File: src/rtl/mux_uart_tx.sv
// MUX port 0 transmit channel: memory-mapped status/data registers on the
// CPU6 bus, a small transmit FIFO, and an 8N1 serializer driving txd.
module mux_uart_tx #(
    parameter logic [18:0] BASE_ADDR    = 19'h3f200,
    parameter int          CLKS_PER_BIT = 16,
    parameter int          FIFO_DEPTH   = 4
) (
    input  logic        clock,
    input  logic        resetn,
    input  logic [18:0] address,
    input  logic        write_en,
    input  logic [7:0]  data_in,
    output logic [7:0]  data_out,
    output logic        select,
    output logic        txd,
    output logic        irq
);

    localparam int          PW        = $clog2(FIFO_DEPTH);
    localparam int          BW        = $clog2(CLKS_PER_BIT);
    localparam logic [18:0] DATA_ADDR = BASE_ADDR + 19'd1;
    localparam logic [BW-1:0] BAUD_LAST = BW'(CLKS_PER_BIT - 1);
    localparam logic [PW:0] PTR_ONE   = (PW+1)'(1);
    localparam logic [PW:0] FULL_DIFF = {1'b1, {PW{1'b0}}};

    typedef enum logic [1:0] {S_IDLE, S_START, S_DATA, S_STOP} state_t;

    state_t        state, state_n;
    logic [BW-1:0] baud, baud_n;
    logic [2:0]    bit_idx, bit_idx_n;
    logic [7:0]    shift, shift_n;
    logic [PW:0]   wr_ptr, rd_ptr;
    logic [7:0]    mem [FIFO_DEPTH];
    logic          ovf, irq_en;
    logic          fifo_full, fifo_empty, tx_idle, tx_ready;
    logic          wr_data, wr_stat, push, pop;

    assign fifo_empty = (wr_ptr == rd_ptr);
    assign fifo_full  = ((wr_ptr ^ rd_ptr) == FULL_DIFF);
    assign tx_ready   = ~fifo_full;
    assign tx_idle    = fifo_empty && (state == S_IDLE);
    assign irq        = tx_idle && irq_en;

    assign wr_data = write_en && (address == DATA_ADDR);
    assign wr_stat = write_en && (address == BASE_ADDR);
    // Fullness is judged before the edge, so a same-cycle pop cannot rescue a write.
    assign push    = wr_data && !fifo_full;

    assign select = (address == BASE_ADDR) || (address == DATA_ADDR);

    // Status readback; every other address reads as zero
    always_comb begin
        data_out = '0;
        if (address == BASE_ADDR)
            data_out = {ovf, 3'b000, tx_idle, irq_en, tx_ready, 1'b0};
    end

    // FIFO storage (no reset needed; validity is tracked by the pointers)
    always_ff @(posedge clock) begin
        if (push)
            mem[wr_ptr[PW-1:0]] <= data_in;
    end

    // FIFO pointers and control/status register bits
    always_ff @(posedge clock or negedge resetn) begin
        if (!resetn) begin
            wr_ptr <= '0;
            rd_ptr <= '0;
            ovf    <= 1'b0;
            irq_en <= 1'b0;
        end else begin
            if (push)
                wr_ptr <= wr_ptr + PTR_ONE;
            if (pop)
                rd_ptr <= rd_ptr + PTR_ONE;
            if (wr_data && fifo_full)
                ovf <= 1'b1;
            if (wr_stat) begin
                irq_en <= data_in[2];
                if (data_in[7])
                    ovf <= 1'b0;
            end
        end
    end

    // Serializer state register
    always_ff @(posedge clock or negedge resetn) begin
        if (!resetn) begin
            state   <= S_IDLE;
            baud    <= '0;
            bit_idx <= '0;
            shift   <= '0;
        end else begin
            state   <= state_n;
            baud    <= baud_n;
            bit_idx <= bit_idx_n;
            shift   <= shift_n;
        end
    end

    // Serializer next-state, FIFO pop and line level
    always_comb begin
        state_n   = state;
        baud_n    = baud;
        bit_idx_n = bit_idx;
        shift_n   = shift;
        pop       = 1'b0;
        txd       = 1'b1;
        case (state)
            S_IDLE: begin
                if (!fifo_empty) begin
                    pop     = 1'b1;
                    shift_n = mem[rd_ptr[PW-1:0]];
                    baud_n  = '0;
                    state_n = S_START;
                end
            end
            S_START: begin
                txd = 1'b0;
                if (baud == BAUD_LAST) begin
                    baud_n    = '0;
                    bit_idx_n = '0;
                    state_n   = S_DATA;
                end else begin
                    baud_n = baud + BW'(1);
                end
            end
            S_DATA: begin
                txd = shift[0];
                if (baud == BAUD_LAST) begin
                    baud_n  = '0;
                    shift_n = shift >> 1;
                    if (bit_idx == 3'd7)
                        state_n = S_STOP;
                    else
                        bit_idx_n = bit_idx + 3'd1;
                end else begin
                    baud_n = baud + BW'(1);
                end
            end
            S_STOP: begin
                if (baud == BAUD_LAST) begin
                    baud_n = '0;
                    // Chain straight into the next start bit when data is waiting.
                    if (!fifo_empty) begin
                        pop     = 1'b1;
                        shift_n = mem[rd_ptr[PW-1:0]];
                        state_n = S_START;
                    end else begin
                        state_n = S_IDLE;
                    end
                end else begin
                    baud_n = baud + BW'(1);
                end
            end
            default: state_n = S_IDLE;
        endcase
    end

endmodule

File: config.mk
export PLATFORM = sky130hd
export DESIGN_NAME = mux_uart_tx
export DESIGN_NICKNAME = d
export VERILOG_FILES = /design/src/rtl/mux_uart_tx.sv
export SDC_FILE = /design/constraint.sdc
export NUM_CORES = 1
export LEC_CHECK = 0
export ABC_AREA = 1
export BUFFER_PORTS_ARGS = -buffer_cell sky130_fd_sc_hd__clkbuf_2
export CORE_MARGIN = 2
export CORE_UTILIZATION = 45
export DETAILED_ROUTE_END_ITERATION = 16
export GPL_TIMING_DRIVEN = 0
export PLACE_DENSITY = 0.67
export SETUP_SLACK_MARGIN = 0.2
export SYNTH_ARGS = -nofsm -noshare
export SYNTH_HDL_FRONTEND = slang
export SYNTH_SLANG_ARGS = --single-unit
File: constraint.sdc
create_clock -name clock -period 1.9 [get_ports clock]
set_clock_uncertainty 0.15 [all_clocks]
set_input_delay 0 -clock clock [delete_from_list [all_inputs] [get_ports clock]]
set_output_delay 0 -clock clock [all_outputs]
set_load 0.01 [all_outputs]
# After elaboration in Yosys (flattened, before gate mapping)
# Memory sizes are Yosys's and may differ from the RTL's.
# Cells that the tools add are included.
[totals]
regBits = 25
ramBits = 32
in_bits = 30
out_inout_bits = 11
mem_count = 1
[classes]
addsub = 4
n_eq_ne = 15
muxes = 28
n_bitwise = 2
n_reduce_logical = 15
[mem_list]
columns = ["name", "depth", "width", "read_ports", "rd_clocked_by_memory_dff", "write_ports", "line_no", "text"]
rows = [
  ["mem", 4, 8, 1, 0, 1, "33", "logic [7:0] mem [FIFO_DEPTH];"],
]
[ops]
columns = ["op", "n"]
rows = [
  ["19-bit by 18-bit == test with 1-bit output (second input constant)", 2],
  ["8-bit two-way mux", 4],
  ["8-bit one-hot mux with 3 select lines", 1],
  ["2-bit != test (second input constant)", 6],
  ["2-bit two-way mux", 5],
  ["3-bit by 1-bit adder with 3-bit output (second input constant)", 3],
  ["3-bit two-way mux", 3],
  ["1-bit two-way mux", 8],
  ["4-bit two-way mux", 2],
  ["2-bit one-hot mux with 4 select lines", 1],
  ["4-bit one-hot mux with 2 select lines", 1],
  ["3-bit == test (second input constant)", 2],
  ["1-bit logical AND", 6],
  ["3-bit one-hot mux with 2 select lines", 1],
  ["5-bit AND reduction", 1],
  ["4-bit by 1-bit adder with 4-bit output (second input constant)", 1],
  ["2-bit == test (second input constant)", 2],
  ["4-bit == test (second input constant)", 1],
  ["1-bit one-hot mux with 2 select lines", 2],
  ["4-bit AND reduction", 1],
  ["3-bit == test", 1],
  ["3-bit AND reduction", 1],
  ["3-bit nonzero test", 1],
  ["3-bit OR reduction", 1],
  ["7 further kinds", 7],
]

# Logic depth before layout (Yosys ltp)
# Gate-level depths: netlist of run 1.
[logic_depth]
word_depth = 6
ltp_mapped = 11

# Worst setup path before layout of run 1
# No wires, ideal clock.
[synth_path]
kind = "flip-flop to flip-flop"
startpoint = "register rd_ptr[1]"
endpoint = "memory mem[0][0], enable pin"
t_arrival_ns = 1.381
required_ns = 1.379
slack_ns = -0.002
path_stages_with_launch = 7
n_path_buf = 1
synth_period_minus_slack_ns = 1.902
cell_sequence = "dfrtp_1 > buf_6 > nand2_1 > nand2_2 > nand3_1 > nand4_2 > nor2_1"
[synth_via]
elab_chain_cells = 6
[synth_rtl]
columns = ["element", "line_no", "text"]
rows = [
  ["start, declared", "32", "logic [PW:0] wr_ptr, rd_ptr;"],
  ["start signal, assigned", "75", "rd_ptr <= rd_ptr + PTR_ONE;"],
  ["3-bit XOR", "39", "assign fifo_full = ((wr_ptr ^ rd_ptr) == FULL_DIFF);"],
  ["3-bit == test", "39", ""],
  ["1-bit zero test", "47", "assign push = wr_data && !fifo_full;"],
  ["1-bit logical AND", "47", ""],
  ["1-bit two-way mux", "60", "if (push)"],
  ["1-bit two-way mux (not written as such)", "61", "mem[wr_ptr[PW-1:0]] <= data_in;"],
  ["end, declared", "33", ""],
]
# No other way between the ends.

# Final worst setup path of run 1
[layout_path]
startpoint = "register state[0]"
endpoint = "register shift[2]"
[layout_via]
elab_chain_cells = 3
word_cells_on_any_way = 8
classes_between = "4 x eq/ne; 1 x mux; 3 x reduce/logical"
[layout_rtl]
columns = ["element", "line_no", "text"]
rows = [
  ["start, declared", "28", "state_t state, state_n;"],
  ["start signal, assigned", "94", "state <= state_n;"],
  ["2-bit == test or 2-bit zero test (tied branches)", "109", "case (state)"],
  ["2-bit != test (no source line) or 3-bit nonzero test (tied branches)", "-", ""],
  ["3-bit AND reduction (no source line)", "-", ""],
  ["end signal, assigned", "97", "shift <= shift_n;"],
  ["end, declared", "31", "logic [7:0] shift, shift_n;"],
]
# Several ways; a longest one is shown, not always the timed one.
# A chain may end at the register's enable or synchronous reset.

==> results of run 1 <==
[timing repair]
action                                  4_1_cts  5_1_grt
endpoints found under the setup margin       48       55
gates resized for setup                      28       31
hold buffers                                 17        1
setup buffers                                24        7
pin swaps                                    28       18
cloned                                        1        0
endpoints found under the hold margin        62        1
[stage by stage]
| step | setup slack, ns | util, % |
|---|---|---|
| 6_report | 0.151 | 63.5 |
| 5_1_grt | 0.0820 | 63.5 |
| 4_1_cts | 0.159 | 61.3 |
| 3_5_place_dp | -0.00349 | 51.0 |
| 3_3_place_gp | 0.0322 | 51.0 |
| 2_1_floorplan | 0.215 | - |
[state kept, by name, indices dropped and copies added (netlist names)]
name,cells
state,2
baud,4
ovf,1
irq_en,1
bit_idx,3
mem,32
shift,8
rd_ptr,3
wr_ptr,3
[cell usage after synthesis, types with 2 or more instances]
cell,count
nand2_4,3
buf_2,3
dfrtp_1,25
nand2_2,3
inv_1,32
nand4_1,8
ha_1,13
nand2_1,104
o21ai_2,2
nand3_4,2
buf_4,5
o21ai_1,6
nor2_1,32
inv_2,5
a21oi_1,7
buf_6,4
edfxtp_1,32
xor2_1,3
nand3_1,43
[cell families (layout without fill, tap and decap cells)]
| logic type | Yosys count | in the layout |
|---|---|---|
| and+or+nand+nor | 200 | 201 |
| DFF | 57 | 57 |
| buffers and inverters | 51 | 150 |
| AOI/OAI and AO/OA | 18 | 18 |
| adders and majority gates | 13 | 13 |
| xor gates and xnor gates | 4 | 4 |
| other | 1 | 4 |
[critical path, delay by kind of cell (launching register included)]
kind	cells	cell delay, ns
compound gates	1	0.15
fa+ha+maj	1	0.15
buf+inv	5	0.48
flops	1	0.42
simple gates	4	0.33
[layer usage]
metal / track usage, % / wire length [um] / part of all wire [%] / vias up
met4: 9.23 / 166 / 2.3 / 0
met2: 33.2 / 3690 / 51 / 73
li1: - / - / - / 1308
met1: 24.8 / 3070 / 42 / 1219
met5: 0 / 0 / 0 / -
met3: 4.19 / 291 / 4.0 / 17
[power by group]
part / total, uW / internal (uW) / switching (uW)
clock: 1140 / 607 / 531
combinational: 2780 / 1170 / 1610
sequential: 1640 / 1490 / 152
[cell type report]
type	count	share of cell area, %
well taps	80	2.36
clock buffers	10	3.01
clock inverters	6	1.56
repair buffers	83	14.6
inverters	39	3.92
multi-input cells	240	34.5
plain buffers	12	2.54
flip-flops and latches	57	37.5
[worst min path at each step]
| stage | start | endpoint | slack [ns] | cells past startpoint |
|---|---|---|---|---|
| final | address[9] | wr_ptr[2]$_DFFE_PN0P_ | 0.02 | 7 |
| after floorplan | resetn | baud[0]$_DFFE_PN0P_ | -0.45 | 0 |
| after CTS | address[16] | wr_ptr[2]$_DFFE_PN0P_ | -0.11 | 5 |
| after detailed placement | resetn | bit_idx[0]$_DFFE_PN0P_ | -0.08 | 1 |
| after global routing | address[9] | wr_ptr[2]$_DFFE_PN0P_ | 0.07 | 7 |
| after global placement | resetn | baud[0]$_DFFE_PN0P_ | -0.1 | 1 |
==> flow_summary.json, run 1 <==
{
  "status": "complete, no violations",
  "post-route-drc-count": 0,
  "ys_seq_area_share_pct": 51.7,
  "overflow": 0,
  "die_x_um": 86.6,
  "synthTopCellsByArea": "edfxtp_1 31%, dfrtp_1 20%, nand2_1 13%",
  "synth_ff_type": "edfxtp_1",
  "slew-limit-headroom_pct": 57.2,
  "hold_class": "in2reg",
  "fin_crit_ns": 1.75,
  "syn2layout_area_growth_pct": 38.2,
  "antenna_cells": 0,
  "synth_fa_ha_area_share_pct": 5.30,
  "cpPeakStageDelay_ns": 0.42,
  "dp.cells": 463,
  "startpoint": "state[0]$_DFFE_PN0P_",
  "final_cell_mix": "96 x nand2_1, 34 x nand3_1, 33 x clkbuf_2",
  "hold_viol_final": 0,
  "mostFrequentLayoutCell": "nand2_1",
  "cts_root_buf": "clkbuf_8",
  "whs_ns": 0.0156,
  "grt_pass1_vias": 2471,
  "synth_warnings": 0,
  "total_power_uw": 5560,
  "cp_slowest_cell": "dfrtp_2",
  "synthMuxAreaShare_pct": 0,
  "ir_worst_vdd_v": 0.000651,
  "synth_xor_area_share_pct": 1.14,
  "htreeDepth": 3,
  "layout-drive-gt1-share_pct": 35.1,
  "insertion_delay_ns": 0.34,
  "clk_path_buf_depth": 2,
  "powerDensity_mw_per_mm2": 1310,
  "synth_top_cell_by_area": "edfxtp_1",
  "portBuffers": 36,
  "synth_top_family_by_area": "simple AND/OR/NAND/NOR gates",
  "syn_area_mm2": 0.00307,
  "die_h_um": 86.6,
  "synth-compound-area-share_pct": 3.38,
  "path_clk_slew_ns": 0.07,
  "synth_top_area_share_pct": 31.3,
  "rows": 30,
  "grt.total_usage_pct": 19.9,
  "cp-start-kind": "register",
  "tightest_slew_ns": 0.642,
  "drv_slew": 0,
  "fin_area_mm2": 0.00424,
  "endpoint_kind": "register",
  "grt_max_degree": 26,
  "required_ns": 2.03,
  "maxCapViolCount": 0,
  "place_area_mm2": 0.00340,
  "synth_edf_count": 32,
  "ys_ff_latch": 57,
  "ant_nets": 0,
  "drt_pass1_iterations": 4,
  "fill_cells": 529,
  "cts_num_sinks": 57,
  "max_freq_mhz": 572,
  "path_common_cell": "inv_2",
  "vias": 2617,
  "routed_wl_um": 7220,
  "stdcell_count": 527,
  "drt_iter0_markers": 80,
  "via_per_inst": 4.97,
  "crit_arrival_ns": 1.88,
  "final_nets": 485,
  "die_area_mm2": 0.00750,
  "gp_congestion": 0.777,
  "endpoint": "shift[2]$_DFFE_PN0P_",
  "wl_per_cell_um": 13.7,
  "reg2reg_from": "state[0]$_DFFE_PN0P_",
  "syn_area_per_cell_um2": 8.92,
  "cp_max_fo": 7,
  "synthArstFlopShare_pct": 43.9,
  "syn-instance-count": 344,
  "ff2ff_path_depth": 11,
  "r2r-end": "shift[2]$_DFFE_PN0P_",
  "grt_setup_unrepaired": "true",
  "rrSetupSlack_ns": 0.15,
  "grt_pass1_wl_um": 11400,
  "dp_hpwl_um": 4120,
  "initial_core_util_pct": 45.9,
  "period_share_pct": 92.0,
  "multiInputGateArea_mm2": 0.00146,
  "seqCellArea_mm2": 0.00159,
  "yosys.cell_types.count": 31,
  "tns_ns": 0,
  "worstPathCellList": "inv_2 > ha_4 > buf_6 > inv_4 > nand2_4 > o21ai_2 > inv_2 > nor2_8 > buf_12 > nand3_4 > nand2_2",
  "critical_path_class": "reg2reg",
  "p_leak_uw": 0.00195,
  "tritoncts": "done",
  "cts_buffers": 9,
  "synthSimpleGateAreaFrac_pct": 30.1,
  "core-area_mm2": 0.00668,
  "io_pins": 41,
  "setup_viol": 0,
  "antenna_found_initial": 0
}
No activity file was read; power rests on OpenSTA's default activity.
==> run 2, diff against run 1 <==
--- a/config.mk
+++ b/config.mk
@@ -11,7 +11,6 @@
 export CORE_UTILIZATION = 45
 export DETAILED_ROUTE_END_ITERATION = 16
 export GPL_TIMING_DRIVEN = 0
-export PLACE_DENSITY = 0.67
 export SETUP_SLACK_MARGIN = 0.2
 export SYNTH_ARGS = -nofsm -noshare
 export SYNTH_HDL_FRONTEND = slang
==> constraint.sdc (replaced) <==
create_clock -name clock -period 1.7 [get_ports clock]
set_clock_uncertainty 0.15 [all_clocks]
set_input_delay 0 -clock clock [delete_from_list [all_inputs] [get_ports clock]]
set_output_delay 0 -clock clock [all_outputs]
set_load 0.01 [all_outputs]
==> run 2 against run 1 <==
The run now ends with negative hold slack, negative setup slack left. First-iteration DRC count increased by 25%. Utilization up 2.1 points. Clock power grew 17%. Worst hold slack got worse by 0.064 ns. Largest cell class unchanged. Largest power group unchanged.
==> flow_summary.json, run 2 (same netlist as run 1, synthesis figures left out) <==
{
  "worstPathCellList": "buf_6 > nand2_4 > nand2_4 > nand3_4 > nand4_4 > nor2_4",
  "ff2ff_path_depth": 6,
  "status": "complete, but fails checks",
  "tightest_slew_ns": 0.652,
  "grt_setup_unrepaired": "true",
  "p_leak_uw": 0.00202,
  "hold_class": "in2reg",
  "drv_slew": 0,
  "tritoncts": "done",
  "fin_ws_ns": -0.0472,
  "dp.cells": 463,
  "syn2layout_area_growth_pct": 42.6,
  "cts_root_buf": "clkbuf_8",
  "final_util_pct": 65.5,
  "final_cell_mix": "94 x nand2_1, 33 x nand3_1, 33 x clkbuf_2",
  "hold_viol_final": 1,
  "final_nets": 491,
  "core-area_mm2": 0.00668,
  "fill_cells": 568,
  "min_from": "address[3]",
  "required_ns": 1.56,
  "rows": 30,
  "overflow": 0,
  "crit_arrival_ns": 1.61,
  "setup_viol": 27,
  "antenna_found_initial": 0,
  "insertion_delay_ns": 0.34,
  "cts_num_sinks": 57,
  "r2r-end": "mem[0][7]$_DFFE_PP_",
  "grtUsageMet2_pct": 30.7,
  "cpPeakStageDelay_ns": 0.41,
  "gp_congestion": 0.766,
  "cp_slowest_cell": "dfrtp_1",
  "whs_ns": -0.0485,
  "htreeDepth": 3,
  "tns_ns": -0.507,
  "layout-drive-gt1-share_pct": 36.4,
  "violations": "negative hold slack, negative setup slack",
  "critical_path_class": "reg2reg",
  "whs_path_depth": 6,
  "grt.total_usage_pct": 19.6,
  "grtUsageMet3_pct": 4.00,
  "antenna_cells": 0,
  "slew-limit-headroom_pct": 56.5,
  "ir_worst_vdd_v": 0.000774,
  "cts_buffers": 9,
  "total_power_uw": 6570,
  "reg2reg_from": "wr_ptr[1]$_DFFE_PN0P_",
  "dp_hpwl_um": 4210,
  "period_share_pct": 103,
  "rrSetupSlack_ns": -0.05,
  "initial_core_util_pct": 45.9,
  "ant_nets": 0,
  "mostFrequentLayoutCell": "nand2_1",
  "path_clk_slew_ns": 0.07,
  "endpoint_kind": "register",
  "fin_crit_ns": 1.75,
  "max_freq_mhz": 572,
  "routed_wl_um": 6800,
  "path_common_cell": "nand2_4",
  "drt_iter0_markers": 100,
  "cp_max_fo": 8,
  "die_x_um": 86.6,
  "hold_path_end": "ovf$_DFF_PN0_",
  "clk_path_buf_depth": 2,
  "maxCapViolCount": 0,
  "grt_max_degree": 26,
  "powerDensity_mw_per_mm2": 1500,
  "grt_pass1_vias": 2425,
  "drt_pass1_iterations": 4,
  "grt_pass1_wl_um": 11200,
  "die_area_mm2": 0.00750,
  "wl_per_cell_um": 12.8,
  "io_pins": 41,
  "grt.busiest_layer": "met2",
  "stdcell_count": 533,
  "largest_reg_flops": 32,
  "cp-start-kind": "register",
  "via_per_inst": 4.87,
  "die_h_um": 86.6,
  "post-route-drc-count": 0,
  "grt_use_met1_pct": 26.6,
  "portBuffers": 36,
  "vias": 2595
}
## run 2: repair_timing
action,4_1_cts,5_1_grt
pin swaps,36,9
cloned,1,0
setup endpoints to repair,58,60
hold buffers,14,2
buffers inserted,31,6
hold endpoints to repair,62,1
gates resized for setup,39,24
## run 2: area by class of cell
type                            instances  area, um2  share of cell area, %
Tap cell                               80        100                   2.29
Multi-Input combinational cell        240       1490                   34.0
Buffer                                 12        116                   2.66
Sequential cell                        57       1590                   36.3
Clock buffer                            9        124                   2.83
Clock inverter                          7       81.3                   1.86
Inverter                               39        169                   3.86
Timing Repair Buffer                   89        711                   16.2
## run 2: layer usage
layer  wire length [um]  vias to the layer above
met1               3180                     1197
met2               3300                       55
met3                224                       10
met5                  0                        -
li1                   -                     1333
met4                104                        0
## run 2: how the worst max path moves through the flow
stage / startpoint / end
6_report: wr_ptr[1]$_DFFE_PN0P_ / mem[0][7]$_DFFE_PP_
3_3_place_gp: rd_ptr[0]$_DFFE_PN0P_ / mem[0][5]$_DFFE_PP_
3_5_place_dp: wr_ptr[1]$_DFFE_PN0P_ / mem[2][5]$_DFFE_PP_
2_1_floorplan: state[0]$_DFFE_PN0P_ / shift[7]$_DFFE_PN0P_
5_1_grt: state[1]$_DFFE_PN0P_ / irq
4_1_cts: rd_ptr[0]$_DFFE_PN0P_ / data_out[3]
## run 2: critical path, delay by kind of cell, from the launching register on
family / cells / cell delay, ns
AND/OR/NAND/NOR: 5 / 0.72
buffers and inverters: 1 / 0.14
flip-flops: 1 / 0.41
## run 2: report_power, final
group | internal (uW) | total (uW) | switching (uW)
clock network | 699 | 1330 | 628
registers | 1670 | 1840 | 171
logic | 1540 | 3410 | 1870
## run 2: metrics by stage
stage          instance area, um2  setup WS [ns]
6_report                     4380        -0.0472
5_1_grt                      4380         -0.108
3_5_place_dp                 3440         -0.179
2_1_floorplan                3160         0.0298
3_3_place_gp                 3440         -0.161
4_1_cts                      4230        -0.0233
==> run 3, diff against run 2 <==
--- a/config.mk
+++ b/config.mk
@@ -8,9 +8,10 @@
 export ABC_AREA = 1
 export BUFFER_PORTS_ARGS = -buffer_cell sky130_fd_sc_hd__clkbuf_2
 export CORE_MARGIN = 2
-export CORE_UTILIZATION = 45
+export CORE_UTILIZATION = 57
 export DETAILED_ROUTE_END_ITERATION = 16
 export GPL_TIMING_DRIVEN = 0
+export PLACE_DENSITY = 0.79
 export SETUP_SLACK_MARGIN = 0.2
 export SYNTH_ARGS = -nofsm -noshare
 export SYNTH_HDL_FRONTEND = slang
==> run 3 against run 2 <==
The flow finishes with violations (negative setup slack). Worst setup slack worse by 0.079 ns. Largest power group unchanged. Worst hold slack better by 0.11 ns. Flip-flop and latch count unchanged. First-iteration DRC count rose to 3.0 times the previous value. Largest cell class unchanged. Critical endpoint is now mem[3][3]$_DFFE_PP_. Non-clock buffer count up 12.
==> flow_summary.json, run 3 (same netlist as run 1, synthesis figures left out) <==
{
  "status": "complete, but fails checks",
  "violations": "negative setup slack",
  "hold_viol_final": 0,
  "cts_root_buf": "clkbuf_8",
  "insertion_delay_ns": 0.34,
  "pwr-share-seq_pct": 28.1,
  "routed_wl_um": 9450,
  "layout-drive-gt1-share_pct": 37.6,
  "stdcell_count": 535,
  "dp.cells": 453,
  "drv_slew": 0,
  "drt_pass1_iterations": 5,
  "die_h_um": 77.4,
  "gp_congestion": 0.780,
  "slew-limit-headroom_pct": 53.8,
  "die_x_um": 77.4,
  "vias": 3007,
  "final_nets": 503,
  "maxCapViolCount": 0,
  "combPwrFrac_pct": 55.0,
  "min_from": "address[9]",
  "cpPeakStageDelay_ns": 0.44,
  "tightest_slew_ns": 0.692,
  "post-route-drc-count": 0,
  "mostFrequentLayoutCell": "nand2_1",
  "cp-start-kind": "register",
  "p_leak_uw": 0.00203,
  "cp_slowest_cell": "dfrtp_1",
  "place_ws_ns": -0.158,
  "worstPathCellList": "inv_1 > nand2_1 > nand2_2 > nand3_4 > nand4_4 > nor2_4",
  "place_area_mm2": 0.00343,
  "crit_arrival_ns": 1.69,
  "portBuffers": 36,
  "hold_class": "in2reg",
  "endpoint_kind": "register",
  "pwr-share-clk_pct": 16.8,
  "grt_pass1_vias": 2826,
  "tritoncts": "done",
  "grt_pass1_wl_um": 13200,
  "max_freq_mhz": 547,
  "wl_per_cell_um": 17.7,
  "final_util_pct": 86.1,
  "path_clk_slew_ns": 0.08,
  "ant_nets": 0,
  "netSwitchingFraction_pct": 42.3,
  "switching_power_uw": 2790,
  "die_area_mm2": 0.00599,
  "period_share_pct": 107,
  "io_pins": 41,
  "htreeDepth": 3,
  "grt_max_degree": 26,
  "critical_path_class": "reg2reg",
  "p_int_uw": 3800,
  "setup_viol": 49,
  "initial_core_util_pct": 59.7,
  "dp_hpwl_um": 4100,
  "startpoint": "rd_ptr[2]$_DFFE_PN0P_",
  "drt_iter0_markers": 301,
  "required_ns": 1.57,
  "cts_buffers": 9,
  "cts_hold_buffers": 16,
  "fin_crit_ns": 1.83,
  "antenna_cells": 0,
  "ir_worst_vdd_v": 0.000734,
  "grt_setup_unrepaired": "true",
  "fin_ws_ns": -0.127,
  "largest_reg_flops": 32,
  "reg2reg_from": "rd_ptr[2]$_DFFE_PN0P_",
  "overflow": 0,
  "final_cell_mix": "97 x nand2_1, 43 x buf_4, 35 x nand3_1",
  "clk_path_buf_depth": 2,
  "syn2layout_area_growth_pct": 44.2,
  "rows": 26,
  "fin_area_mm2": 0.00443,
  "powerDensity_mw_per_mm2": 1490,
  "cts_num_sinks": 57,
  "grt.total_usage_pct": 28.7,
  "via_per_inst": 5.62,
  "total_power_uw": 6580,
  "core-area_mm2": 0.00514,
  "antenna_found_initial": 0,
  "cp_max_fo": 8
}
run 3: power groups by stage:
| stage | clock network (uW) | logic, uW | registers [uW] |
|---|---|---|---|
| after global placement | 0 | 2220 | 1830 |
| after detailed placement | 0 | 2280 | 1840 |
| after floorplan | 0 | 1820 | 1810 |
| after global routing | 1190 | 3910 | 1870 |
| final | 1110 | 3620 | 1850 |
| after CTS | 1100 | 3000 | 1820 |
run 3: final timing paths:
kind                                        endpoint  cells past startpoint  slack, ns
worst max-delay path             mem[3][3]$_DFFE_PP_                      6      -0.13
worst min-delay path                   ovf$_DFF_PN0_                      7       0.06
worst max register to register   mem[3][3]$_DFFE_PP_                      6      -0.13
worst min register to register  shift[6]$_DFFE_PN0P_                      2       0.33
max in group asynchronous       state[1]$_DFFE_PN0P_                      2       0.82
min in group asynchronous         irq_en$_DFFE_PN0P_                      2       0.08
run 3: layout make-up:
type,count,area (um2)
tap,70,87.6
multi-input combinational,240,1500
fill,241,713
timing repair buffer,101,785
inverter,39,171
clock buffer,9,124
clock inverter,7,47.5
sequential,57,1590
buffer,12,116
run 3: layer usage:
| layer | part of all wire, % | GRT usage [%] | vias up |
|---|---|---|---|
| met5 | 0 | 0 | - |
| met4 | 3.6 | 10.0 | 0 |
| met3 | 7.4 | 8.02 | 51 |
| met2 | 52 | 51.5 | 194 |
| met1 | 37 | 32.6 | 1413 |
| li1 | - | - | 1349 |
run 3: stage by stage:
step	hold WS, ns	TNS (ns)
after global routing	0.0559	-6.55
after detailed placement	-0.0928	-5.87
after global placement	-0.0953	-4.67
final	0.0643	-4.09
after CTS	-0.0446	-0.0925
after floorplan	-0.446	0
run 3: critical path, delay by kind of cell, from the launching register on:
family,cells,cell delay (ns)
and+or+nand+nor,5,0.84
DFF,1,0.44
buffers and inverters,1,0.08
run 3: timing repair:
action	in CTS	in global routing
hold endpoints to repair	62	1
setup buffers	32	17
pin swaps	24	14
gates resized for setup	37	31
cloned	1	0
endpoints found under the setup margin	56	61
